**src/rtl/multicycle_ctrl_pkg.sv**
```systemverilog
// Shared definitions for the multi-cycle RV32I control path: opcodes, field codes,
// state encoding and the control-word payload.
package multicycle_ctrl_pkg;

    localparam int unsigned WAIT_W  = 8;
    localparam int unsigned OPC_W   = 7;

    // Base opcodes recognised by the controller
    localparam logic [OPC_W-1:0] OPC_LUI    = 7'b0110111;
    localparam logic [OPC_W-1:0] OPC_AUIPC  = 7'b0010111;
    localparam logic [OPC_W-1:0] OPC_JAL    = 7'b1101111;
    localparam logic [OPC_W-1:0] OPC_JALR   = 7'b1100111;
    localparam logic [OPC_W-1:0] OPC_BRANCH = 7'b1100011;
    localparam logic [OPC_W-1:0] OPC_LOAD   = 7'b0000011;
    localparam logic [OPC_W-1:0] OPC_STORE  = 7'b0100011;
    localparam logic [OPC_W-1:0] OPC_OPIMM  = 7'b0010011;
    localparam logic [OPC_W-1:0] OPC_OP     = 7'b0110011;

    // Immediate generator format select
    localparam logic [2:0] IMM_I = 3'b000;
    localparam logic [2:0] IMM_S = 3'b001;
    localparam logic [2:0] IMM_B = 3'b010;
    localparam logic [2:0] IMM_U = 3'b011;
    localparam logic [2:0] IMM_J = 3'b100;

    // Next-PC source
    localparam logic [1:0] PC_PLUS4 = 2'd0;
    localparam logic [1:0] PC_IMM   = 2'd1;
    localparam logic [1:0] PC_ALU   = 2'd2;

    // Register writeback source
    localparam logic [1:0] WB_ALU  = 2'd0;
    localparam logic [1:0] WB_LOAD = 2'd1;
    localparam logic [1:0] WB_PC4  = 2'd2;
    localparam logic [1:0] WB_IMM  = 2'd3;

    typedef enum logic [2:0] {
        S_FETCH  = 3'd0,
        S_DECODE = 3'd1,
        S_EXEC   = 3'd2,
        S_MEM    = 3'd3,
        S_WB     = 3'd4,
        S_TRAP   = 3'd5
    } state_t;

    // Control word driven toward memories and datapath
    typedef struct packed {
        logic       imem_req;
        logic       dmem_req;
        logic       dmem_we;
        logic       ir_we;
        logic       pc_we;
        logic       reg_we;
        logic [1:0] pc_sel;
        logic [2:0] immtype;
        logic       alu_srca;
        logic       alu_srcb;
        logic [1:0] wb_sel;
    } ctrl_t;

    // True for opcodes the controller can sequence
    function automatic logic opc_legal(input logic [OPC_W-1:0] opc);
        return (opc == OPC_LUI)   || (opc == OPC_AUIPC) || (opc == OPC_JAL)   ||
               (opc == OPC_JALR)  || (opc == OPC_BRANCH)|| (opc == OPC_LOAD)  ||
               (opc == OPC_STORE) || (opc == OPC_OPIMM) || (opc == OPC_OP);
    endfunction

    // Immediate format per opcode; R-type and unknowns fall back to I
    function automatic logic [2:0] opc_immtype(input logic [OPC_W-1:0] opc);
        case (opc)
            OPC_STORE:            return IMM_S;
            OPC_BRANCH:           return IMM_B;
            OPC_LUI, OPC_AUIPC:   return IMM_U;
            OPC_JAL:              return IMM_J;
            default:              return IMM_I;
        endcase
    endfunction

    // ALU operand B takes the immediate for everything except R-type, branch and JAL
    function automatic logic opc_srcb_imm(input logic [OPC_W-1:0] opc);
        return (opc == OPC_OPIMM) || (opc == OPC_LOAD) || (opc == OPC_STORE) ||
               (opc == OPC_JALR)  || (opc == OPC_LUI)  || (opc == OPC_AUIPC);
    endfunction

endpackage

```
**src/rtl/multicycle_ctrl_wait_timer.sv**
```systemverilog
// Memory handshake watchdog: counts cycles a request waits without ready.
module ctrl_wait_timer
    import multicycle_ctrl_pkg::*;
#(
    parameter int unsigned MEM_WAIT_MAX = 15
) (
    input  logic i_clk,
    input  logic i_rst,
    input  logic i_clr,
    input  logic i_inc,
    output logic o_expire_c
);

    localparam logic [WAIT_W-1:0] LIMIT = WAIT_W'(MEM_WAIT_MAX - 1);

    logic [WAIT_W-1:0] r_count;

    // Wait-cycle counter; clear wins over increment
    always_ff @(posedge i_clk) begin
        if (i_rst || i_clr) begin
            r_count <= '0;
        end else if (i_inc) begin
            r_count <= r_count + WAIT_W'(1);
        end
    end

    // This waiting cycle is the MEM_WAIT_MAX-th one; a ready in it suppresses i_inc
    assign o_expire_c = i_inc && (r_count == LIMIT);

endmodule

```
**src/rtl/multicycle_ctrl.sv**
```systemverilog
// Multi-cycle RV32I sequencer: FETCH/DECODE/EXEC/MEM/WB with sticky trap flags.
module multicycle_ctrl
    import multicycle_ctrl_pkg::*;
#(
    parameter int unsigned MEM_WAIT_MAX = 15
) (
    input  logic        i_clk,
    input  logic        i_rst,
    input  logic [31:0] i_inst,
    input  logic        i_br_taken,
    input  logic        i_imem_ready,
    input  logic        i_dmem_ready,
    output logic        o_imem_req,
    output logic        o_dmem_req,
    output logic        o_dmem_we,
    output logic        o_ir_we,
    output logic        o_pc_we,
    output logic        o_reg_we,
    output logic [1:0]  o_pc_sel,
    output logic [2:0]  o_immtype,
    output logic        o_alu_srca,
    output logic        o_alu_srcb,
    output logic [1:0]  o_wb_sel,
    output logic        o_illegal,
    output logic        o_bus_err
);

    state_t           r_state;
    state_t           w_next;
    ctrl_t            w_ctrl;
    logic [OPC_W-1:0] w_opc;
    logic             w_rd_zero;
    logic             w_imem_req;
    logic             w_dmem_req;
    logic             w_ready;
    logic             w_inc;
    logic             w_clr;
    logic             w_timeout;
    logic             w_set_illegal;
    logic             w_set_bus_err;
    logic             r_illegal;
    logic             r_bus_err;
    logic             w_unused_inst;

    assign w_opc         = i_inst[6:0];
    assign w_rd_zero     = (i_inst[11:7] == 5'd0);
    assign w_unused_inst = ^i_inst[31:12];

    // Requests depend on state only, so ready can never loop back into them
    assign w_imem_req = (r_state == S_FETCH) && !i_rst;
    assign w_dmem_req = (r_state == S_MEM)   && !i_rst;
    assign w_ready    = (w_imem_req && i_imem_ready) || (w_dmem_req && i_dmem_ready);
    assign w_inc      = (w_imem_req && !i_imem_ready) || (w_dmem_req && !i_dmem_ready);
    assign w_clr      = w_ready || (w_next != r_state);

    ctrl_wait_timer #(
        .MEM_WAIT_MAX (MEM_WAIT_MAX)
    ) u_wait_timer (
        .i_clk      (i_clk),
        .i_rst      (i_rst),
        .i_clr      (w_clr),
        .i_inc      (w_inc),
        .o_expire_c (w_timeout)
    );

    // State register
    always_ff @(posedge i_clk) begin
        if (i_rst) begin
            r_state <= S_FETCH;
        end else begin
            r_state <= w_next;
        end
    end

    // Sticky trap flags, cleared only by reset
    always_ff @(posedge i_clk) begin
        if (i_rst) begin
            r_illegal <= 1'b0;
            r_bus_err <= 1'b0;
        end else begin
            if (w_set_illegal) r_illegal <= 1'b1;
            if (w_set_bus_err) r_bus_err <= 1'b1;
        end
    end

    // Next-state and control decode
    always_comb begin
        w_next        = r_state;
        w_ctrl        = '0;
        w_set_illegal = 1'b0;
        w_set_bus_err = 1'b0;

        if (r_state inside {S_DECODE, S_EXEC, S_MEM, S_WB}) begin
            w_ctrl.immtype  = opc_immtype(w_opc);
            w_ctrl.alu_srca = (w_opc == OPC_AUIPC);
            w_ctrl.alu_srcb = opc_srcb_imm(w_opc);
        end

        case (r_state)
            S_FETCH: begin
                w_ctrl.imem_req = 1'b1;
                if (i_imem_ready) begin
                    w_ctrl.ir_we = 1'b1;
                    w_next       = S_DECODE;
                end else if (w_timeout) begin
                    w_set_bus_err = 1'b1;
                    w_next        = S_TRAP;
                end
            end
            S_DECODE: begin
                if (opc_legal(w_opc)) begin
                    w_next = S_EXEC;
                end else begin
                    w_set_illegal = 1'b1;
                    w_next        = S_TRAP;
                end
            end
            S_EXEC: begin
                case (w_opc)
                    OPC_BRANCH: begin
                        w_ctrl.pc_we  = 1'b1;
                        w_ctrl.pc_sel = i_br_taken ? PC_IMM : PC_PLUS4;
                        w_next        = S_FETCH;
                    end
                    OPC_JAL, OPC_JALR: begin
                        w_ctrl.reg_we = 1'b1;
                        w_ctrl.wb_sel = WB_PC4;
                        w_ctrl.pc_we  = 1'b1;
                        w_ctrl.pc_sel = (w_opc == OPC_JAL) ? PC_IMM : PC_ALU;
                        w_next        = S_FETCH;
                    end
                    OPC_LOAD, OPC_STORE: begin
                        w_next = S_MEM;
                    end
                    OPC_OP, OPC_OPIMM, OPC_LUI, OPC_AUIPC: begin
                        w_next = S_WB;
                    end
                    default: begin
                        w_set_illegal = 1'b1;
                        w_next        = S_TRAP;
                    end
                endcase
            end
            S_MEM: begin
                w_ctrl.dmem_req = 1'b1;
                w_ctrl.dmem_we  = (w_opc == OPC_STORE);
                if (i_dmem_ready) begin
                    if (w_opc == OPC_STORE) begin
                        w_ctrl.pc_we  = 1'b1;
                        w_ctrl.pc_sel = PC_PLUS4;
                        w_next        = S_FETCH;
                    end else begin
                        w_next = S_WB;
                    end
                end else if (w_timeout) begin
                    w_set_bus_err = 1'b1;
                    w_next        = S_TRAP;
                end
            end
            S_WB: begin
                w_ctrl.reg_we = 1'b1;
                w_ctrl.pc_we  = 1'b1;
                w_ctrl.pc_sel = PC_PLUS4;
                case (w_opc)
                    OPC_LOAD: w_ctrl.wb_sel = WB_LOAD;
                    OPC_LUI:  w_ctrl.wb_sel = WB_IMM;
                    default:  w_ctrl.wb_sel = WB_ALU;
                endcase
                w_next = S_FETCH;
            end
            S_TRAP: begin
                w_next = S_TRAP;
            end
            default: begin
                w_next = S_FETCH;
            end
        endcase

        // x0 is never written
        if (w_rd_zero) begin
            w_ctrl.reg_we = 1'b0;
        end

        // Reset cycle: no requests, no enables, no state advance
        if (i_rst) begin
            w_ctrl        = '0;
            w_set_illegal = 1'b0;
            w_set_bus_err = 1'b0;
            w_next        = S_FETCH;
        end
    end

    assign o_imem_req = w_ctrl.imem_req;
    assign o_dmem_req = w_ctrl.dmem_req;
    assign o_dmem_we  = w_ctrl.dmem_we;
    assign o_ir_we    = w_ctrl.ir_we;
    assign o_pc_we    = w_ctrl.pc_we;
    assign o_reg_we   = w_ctrl.reg_we;
    assign o_pc_sel   = w_ctrl.pc_sel;
    assign o_immtype  = w_ctrl.immtype;
    assign o_alu_srca = w_ctrl.alu_srca;
    assign o_alu_srcb = w_ctrl.alu_srcb;
    assign o_wb_sel   = w_ctrl.wb_sel;
    assign o_illegal  = r_illegal;
    assign o_bus_err  = r_bus_err;

endmodule
```
**config.mk**
```make
export PLATFORM = sky130hd
export DESIGN_NAME = multicycle_ctrl
export DESIGN_NICKNAME = d
export VERILOG_FILES = /design/src/rtl/multicycle_ctrl_pkg.sv /design/src/rtl/multicycle_ctrl_wait_timer.sv /design/src/rtl/multicycle_ctrl.sv
export SDC_FILE = /design/constraint.sdc
export NUM_CORES = 1
export LEC_CHECK = 0
export BUFFER_PORTS_ARGS = -buffer_cell sky130_fd_sc_hd__buf_2
export CORE_MARGIN = 4
export CORE_UTILIZATION = 35
export DETAILED_ROUTE_END_ITERATION = 7
export GPL_TIMING_DRIVEN = 0
export MAX_ROUTING_LAYER = met4
export SETUP_SLACK_MARGIN = 0.15
export SLEW_MARGIN = 20
export SYNTH_ARGS = -nofsm -noshare
export SYNTH_HDL_FRONTEND = slang
export SYNTH_HIERARCHICAL = 1
export SYNTH_SLANG_ARGS = --single-unit
```
**constraint.sdc**
```tcl
create_clock -name i_clk -period 4.7 [get_ports i_clk]
set_input_delay 0.94 -clock i_clk [delete_from_list [all_inputs] [get_ports i_clk]]
set_output_delay 0.94 -clock i_clk [all_outputs]
set_load 0.1 [all_outputs]
```
Word-level counts from Yosys, hierarchy flattened:

Cells that the tools add are included.

* register bits: 13
* input bits: 37
* output and inout port bits: 17
* logic and storage cells: 95

* add/subtract/negate cells: 1
* eq/ne operators: 16
* muxes and demuxes: 38
* reductions and logical operators: 36

Operators by type and width (number)
* equality test 7 x 6 -> 1 bit, second input constant: 3
* equality test 7 bit, second input constant: 3
* two-way mux 3 bit: 6
* logical OR 1 bit: 17
* two-way mux 1 bit: 16
* two-way mux 15 bit: 1
* one-hot mux 3 bit (5 select lines): 1
* equality test 7 x 5 -> 1 bit, second input constant: 2
* one-hot mux 2 bit (2 select lines): 3
* one-hot mux 3 bit (4 select lines): 1
* one-hot mux 3 bit (3 select lines): 1
* OR reduction 9 bit: 1
* adder 8 x 1 -> 8 bit, second input constant: 1
* equality test 8 x 4 -> 1 bit, second input constant: 1
* two-way mux 2 bit: 4
* equality test 7 x 2 -> 1 bit, second input constant: 1
* logical AND 1 bit: 7
* equality test 3 x 2 -> 1 bit, second input constant: 2
* equality test 3 bit, second input constant: 2
* one-hot mux 1 bit (2 select lines): 3
* OR reduction 2 bit: 3
* zero test 5 bit: 1
* two-way mux 5 bit: 1
* nonzero test 4 bit: 1
* other kinds (7): 9

Logic depth before layout (Yosys ltp):

Gate-level depths: netlist of the first run.

* depth after elaboration: 15
* depth in mapped cells: 14
* gate-level depth less buffers: 11

By module:

The synthesis of the first run kept the hierarchy.

Modules (own cells, without submodules)
* multicycle_ctrl: times used 1, cells an instance 114, area an instance 770.7 um^2, sequential area each 100.1 um^2
* ctrl_wait_timer: times used 1, cells an instance 43, area an instance 380.4 um^2, sequential area each 160.2 um^2

Worst setup path before layout of the first run:

Ideal clock, no wire load.

* kind: input to output
* start point: input i_rst
* end point: output o_ir_we
* arrival: 4.968 ns
* required time: 3.760 ns
* setup slack: -1.208 ns
* stages on the path: 2
* buffers on the path: 0
* cells stage by stage: nor4_1 -> and2_1

* cells in the longest elaborated chain, start to end: 1

Ends and longest elaborated chain
* start: declaration: RTL line multicycle_ctrl.sv:8 `input logic i_rst,`
* two-way mux 15 bit: RTL line multicycle_ctrl.sv:185 `if (i_rst) begin`
* end: declaration: RTL line multicycle_ctrl.sv:16 `output logic o_ir_we,`

No other way between the ends.

Worst setup path after layout of the first run:

* start point: input i_inst[2]
* end point: output o_pc_we

* cells in the longest elaborated chain, start to end: 5
* elaborated cells on any way between the ends: 10
* classes of those cells: eq/ne (4); mux (5); reduce/logical (1)

Ends and longest elaborated chain
* start: declaration: RTL line multicycle_ctrl.sv:9 `input logic [31:0] i_inst,`
* equality test 7 bit / equality test 7 x 6 -> 1 bit (equally long branches): RTL line multicycle_ctrl.sv:119, multicycle_ctrl.sv:148
* OR reduction 3 bit (no source line) / two-way mux 1 bit (equally long branches)
* two-way mux 1 bit, on equally long branches: RTL line multicycle_ctrl.sv:119, multicycle_ctrl.sv:147
* one-hot mux 1 bit (3 select lines) *: RTL line multicycle_ctrl.sv:99 `case (r_state)`
* two-way mux 15 bit *: RTL line multicycle_ctrl.sv:185
* end: declaration: RTL line multicycle_ctrl.sv:17 `output logic o_pc_we,`

Mark *: on every way between the ends. The rest lies on a longest branch, timed or not.

==> results of run 1 <==
## metrics by stage
stage | instances | worst slack, ns | hold WS, ns | power, W | util, %
6_report | 236 | 0.960 | 0.468 | 0.000297 | 45.8
5_1_grt | 236 | 0.772 | 0.526 | 0.000320 | 45.8
2_1_floorplan | 157 | 0.0995 | 0.453 | 0.000204 | -
3_3_place_gp | 232 | 0.783 | 0.449 | 0.000227 | 45.0
4_1_cts | 236 | 0.977 | 0.480 | 0.000302 | 45.8
3_5_place_dp | 232 | 0.766 | 0.458 | 0.000229 | 45.0
## per-layer routing
metal | share of wire, % | routed length (µm) | GRT usage (%)
met5 | 0 | 0 | -
met4 | 1.6 | 48 | 5.70
met3 | 5.7 | 171 | 3.59
met2 | 48 | 1450 | 25.7
met1 | 44 | 1330 | 17.7
## how the worst min path moves through the flow
stage | slack [ns] | start | endpoint | cells after the start
2_1_floorplan | 0.45 | u_wait_timer/r_count[7] | u_wait_timer/r_count[7] | 2
3_3_place_gp | 0.45 | o_illegal | o_illegal | 2
3_5_place_dp | 0.46 | o_bus_err | o_bus_err | 2
4_1_cts | 0.48 | o_bus_err | o_bus_err | 2
5_1_grt | 0.53 | o_bus_err | o_bus_err | 2
6_report | 0.47 | o_bus_err | o_bus_err | 2
## tightest hold or removal path: stages, from the launching register on
cell,delay [ns]
dfxtp_1,0.33
nor2_1,0.04
nor2_1,0.07
## state kept, by name (all words and copies together) (netlist names)
signal,count
r_state,3
u_wait_timer/r_count,8
o_bus_err,1
o_illegal,1
## final cells by class
cell class / instances / area, µm² / share of cell area (%)
Timing Repair Buffer: 31 / 155 / 10.9
Tap cell: 44 / 55.1 / 3.87
Inverter: 4 / 15.0 / 1.06
Clock buffer: 3 / 22.5 / 1.58
Sequential cell: 13 / 260 / 18.3
Clock inverter: 1 / 5.00 / 0.352
Multi-Input combinational cell: 130 / 836 / 58.8
Buffer: 10 / 73.8 / 5.19
## power breakdown
group          switching, W  leakage, nW  internal [W]
Combinational     0.0000725        0.423     0.0000356
Sequential       0.00000478        0.105      0.000114
Clock             0.0000383       0.0177     0.0000316
## cell families after synthesis
logic type,count (synthesis),share of synthesized area (%)
buffers and inverters,14,7.72
DFF,13,22.6
AOI/OAI and AO/OA,39,21.8
adders and majority gates,2,2.17
xor gates and xnor gates,5,3.81
and+or+nand+nor,84,41.8
## cells in the final DEF (no fill, tap or decap), types with 4 or more instances in the layout
master,n
buf_2,33
nor2_1,19
a21oi_1,16
dfxtp_1,13
nand2_1,7
nor3_1,7
o21ai_0,7
nand2b_1,6
or3_1,6
buf_4,5
nor4_1,5
nand3_1,5
inv_1,4
==> results_dict.tcl, run 1 <==
set metrics [dict create \
    status "finished, final reports clean" \
    grt_usage_pct 15.3 \
    cts_resized 0 \
    synthFlopType "dfxtp_1" \
    cts_setup_buffers 0 \
    syn_inst 157 \
    max-vdd-ir-drop_uv 151 \
    synth-warning-count 6 \
    antenna_found_initial 0 \
    path_class "in -> out" \
    fmax_mhz 267 \
    rows 20 \
    avgSynthCellArea_um2 7.33 \
    rsz0062_at_grt "no" \
    grt_max_degree 11 \
    cp_top_family "simple AND/OR/NAND/NOR gates" \
    synth_edf_count 0 \
    synthTopCellsByCount "19 x nor2_1, 16 x a21oi_1, 13 x dfxtp_1, 10 x nor3_1, 8 x o21ai_0" \
    synth_area_leader_cell "dfxtp_1" \
    maxCapViolations 0 \
    synthArstFlopShare_pct 0 \
    tns_ns 0 \
    post-dp-hpwl_mm 2.35 \
    drive_gt1_share_pct 32.8 \
    stdcell_area_mm2 0.00142 \
    synth_top_area_share_pct 22.6 \
    die_area_mm2 0.00427 \
    chipHeight_um 65.4 \
    fin_skew_ns 0.00108 \
    crit_start "i_inst[2]" \
    drtIter0Drc 87 \
    worst_pin_slew_ns 0.685 \
    arrival_ns 2.80 \
    holdBufCountCts 0 \
    min_path_type "reg -> reg" \
    firstDrtPassIters 4 \
    place_area_mm2 0.00140 \
    ff2ff_path_depth 13 \
    cts_sinks 13 \
    clk_latency_ns 0.28 \
    power_density_mw_per_mm2 209 \
    syn_area_mm2 0.00115 \
    power_leakage_nw 0.546 \
    ctsHtreeMaxLevel 1 \
    diodes 0 \
    dieWidth_um 65.4 \
    yosysUniqueCellTypes 46 \
    clk_pin_slew_ns 0.08 \
    portBuffers 31 \
    fin_crit_sh_pct 79.6 \
    fin_crit_ns 3.74 \
    hold_viol 0 \
    crit_cells 8 \
    cp-endpoint "o_pc_we" \
    start_kind "primary input" \
    synth-seq-cells 13 \
    overflow 0 \
    cpMostUsedCell "buf_2" \
    drc 0 \
    clock-root-buffer "clkbuf_4" \
    r2r_start "r_state[0]" \
    max_slew_margin_pct 54.2 \
    core-area_mm2 0.00310 \
    initial_core_util_pct 37.1 \
    drv_slew 0 \
    crit_path_cell_trace "buf_2, buf_6, or2_4, or3_2, nor4_1, a21oi_1, o21ai_1, buf_2" \
    fin_nets 232 \
    boundaryPins 54 \
    vias 1265 \
    synth_most_common_cell "nor2_1" \
    setup_viol 0 \
    worstSetupEndpointType "output pin" \
    ys_seq_area_share_pct 22.6 \
    nFillCells 337 \
    critical_path.max_fanout 10 \
    grt_pass1_wl_mm 5.09 \
    timing.rr.end "u_wait_timer/r_count[1]" \
    slowest_stage "or3_2" \
    area_delta_synth_final_pct 23.6 \
    clk_path_buf_depth 2 \
    routabilityCongestion 0.861 \
    cts_tree "yes" \
    critPathBufInv 3 \
    grt_pass1_vias 1153 \
    synthTopCellsByArea "dfxtp_1 23%, a21oi_1 7.0%, nor2_1 6.2%" \
    wire_per_inst_um 12.8 \
    antenna_left 0 \
    reg2reg_slack_ns 1.37 \
    drt-total-wl_mm 3.01 \
    viasPerCell 5.36 \
    required_ns 3.76 \
    critPathMaxStageDelay_ns 0.48 \
    numCtsBuffers 3 \
    syn_nets 196 \
]
(Power assumes the default switching activity.)
==> run 2, diff against run 1 <==
--- a/config.mk
+++ b/config.mk
@@ -11,6 +11,7 @@
 export DETAILED_ROUTE_END_ITERATION = 7
 export GPL_TIMING_DRIVEN = 0
 export MAX_ROUTING_LAYER = met4
+export PLACE_DENSITY = 0.65
 export SETUP_SLACK_MARGIN = 0.15
 export SLEW_MARGIN = 20
 export SYNTH_ARGS = -nofsm -noshare
==> constraint.sdc (replaced) <==
create_clock -name i_clk -period 3.4 [get_ports i_clk]
set_input_delay 0.68 -clock i_clk [delete_from_list [all_inputs] [get_ports i_clk]]
set_output_delay 0.68 -clock i_clk [all_outputs]
set_load 0.1 [all_outputs]
==> results_dict.tcl, run 2 (synthesis results as in run 1) <==
set metrics [dict create \
    core-area_mm2 0.00310 \
    setup_viol 0 \
    arrival_ns 2.48 \
    boundaryPins 54 \
    fin_crit_sh_pct 92.8 \
    critical_path.max_fanout 10 \
    overflow 0 \
    drt-total-wl_mm 3.07 \
    power_density_mw_per_mm2 274 \
    multiInputGateArea_um2 912 \
    reg2reg_slack_ns 0.46 \
    chipHeight_um 65.4 \
    path_class "in -> out" \
    diodes 0 \
    ctsHtreeMaxLevel 1 \
    holdPathStages 2 \
    grt_pass1_vias 1220 \
    worstSetupEndpointType "output pin" \
    top_register "u_wait_timer/r_count" \
    initial_core_util_pct 37.1 \
    die_area_mm2 0.00427 \
    layout_common_cells "31 x buf_2, 19 x nor2_1, 14 x a21oi_1" \
    grt_pass1_wl_mm 5.28 \
    cts_sinks 13 \
    clock-root-buffer "clkbuf_4" \
    numCtsBuffers 3 \
    timing.rr.end "u_wait_timer/r_count[1]" \
    fin_skew_ns 0.000569 \
    max_slew_margin_pct 56.5 \
    post-dp-hpwl_mm 2.45 \
    dpl_worst_slack_ns -0.230 \
    hold_viol 0 \
    clk_latency_ns 0.26 \
    largest_register_ffs 8 \
    max-vdd-ir-drop_uv 158 \
    drtIter0Drc 64 \
    portBuffers 31 \
    rsz0062_at_grt "no" \
    fmax_mhz 317 \
    min_path_type "reg -> reg" \
    start_kind "primary input" \
    drive_gt1_share_pct 36.1 \
    nFillCells 331 \
    reg_top3 "u_wait_timer/r_count (8), r_state (3)" \
    routabilityCongestion 0.862 \
    ff2ff_path_depth 12 \
    seq_area_um2 260 \
    clk_pin_slew_ns 0.07 \
    fin_nets 231 \
    drv_slew 0 \
    cts_tree "yes" \
    clk_path_buf_depth 2 \
    timing.final.ws_setup_ns 0.244 \
    status "finished, final reports clean" \
    worstHoldStart "o_illegal" \
    fin_crit_ns 3.16 \
    area_delta_synth_final_pct 30.2 \
    power_leakage_nw 0.570 \
    holdBufCountCts 0 \
    worst_pin_slew_ns 0.652 \
    r2r_start "r_state[0]" \
    rows 20 \
    dieWidth_um 65.4 \
    holdWs_ns 0.476 \
    wire_per_inst_um 13.1 \
    grt_usage_pct 15.4 \
    viasPerCell 5.39 \
    firstDrtPassIters 4 \
    maxCapViolations 0 \
    hold_end "o_illegal" \
    required_ns 2.72 \
    antenna_found_initial 0 \
    cts_setup_buffers 0 \
    final_common_cell "buf_2" \
    vias 1266 \
    drc 0 \
    antenna_left 0 \
    grt_max_degree 11 \
]
[run 2: cell count changes in the layout (fill, tap and decap cells not counted), moves of 2 or more]
cell,change
a21oi_1,-2
nor3_1,-2
nor4_4,+2
buf_2,-2
[run 2: through the flow]
stage / setup TNS, ns / instance area, µm² / power (W) / utilization [%] / instances
2_1_floorplan: -0.568 / 1250 / 0.000290 / - / 157
3_3_place_gp: -1.23 / 1470 / 0.000321 / 47.2 / 232
3_5_place_dp: -1.65 / 1470 / 0.000323 / 47.2 / 232
4_1_cts: 0 / 1500 / 0.000416 / 48.3 / 236
5_1_grt: 0 / 1500 / 0.000440 / 48.3 / 235
6_report: 0 / 1500 / 0.000410 / 48.3 / 235
[run 2: worst max path at each step]
stage / from / to / slack [ns] / cells after the start
after global routing: i_inst[2] / o_pc_we / 0.17 / 8
after detailed placement: i_imem_ready / u_wait_timer/r_count[1] / -0.23 / 14
after floorplan: i_inst[4] / o_reg_we / -0.28 / 6
after CTS: i_imem_ready / u_wait_timer/r_count[1] / 0.17 / 14
final: i_inst[2] / o_wb_sel[0] / 0.24 / 7
after global placement: i_imem_ready / u_wait_timer/r_count[1] / -0.17 / 14
[run 2: critical path, cell delays in order]
cell and delay [ns]:
buf_2 0.11, buf_6 0.13, or2_4 0.25, or3_2 0.48, or3_1 0.37, a21oi_4 0.16
buf_4 0.30
[run 2: power by group]
| part | leakage [nW] | internal, W | switching [W] | total, W |
|---|---|---|---|---|
| Clock | 0.0150 | 0.0000453 | 0.0000456 | 0.0000910 |
| Sequential | 0.105 | 0.000158 | 0.00000735 | 0.000165 |
| Combinational | 0.449 | 0.0000509 | 0.000104 | 0.000154 |
[run 2: layer usage]
metal / vias to the layer above / GRT usage [%] / part of all wire [%]
met5: - / - / 0
met4: 0 / 2.85 / 0
met3: 0 / 2.39 / 5.1
met2: 32 / 29.0 / 53
met1: 588 / 17.2 / 42
li1: 646 / - / -
[run 2: repair_timing]
action | in CTS | in global routing
setup endpoints to repair | 9 | 9
pin swaps | 0 | 0
gates cloned | 0 | 0
gates resized for setup | 2 | 1
[run 2: final cells by class]
type                    instances  area share, %
flip-flops and latches         13           17.4
well taps                      44           3.67
clock buffers                   4           1.75
plain buffers                   9           4.67
repair buffers                 31           10.7
inverters                       4           1.00
multi-input cells             130           60.9
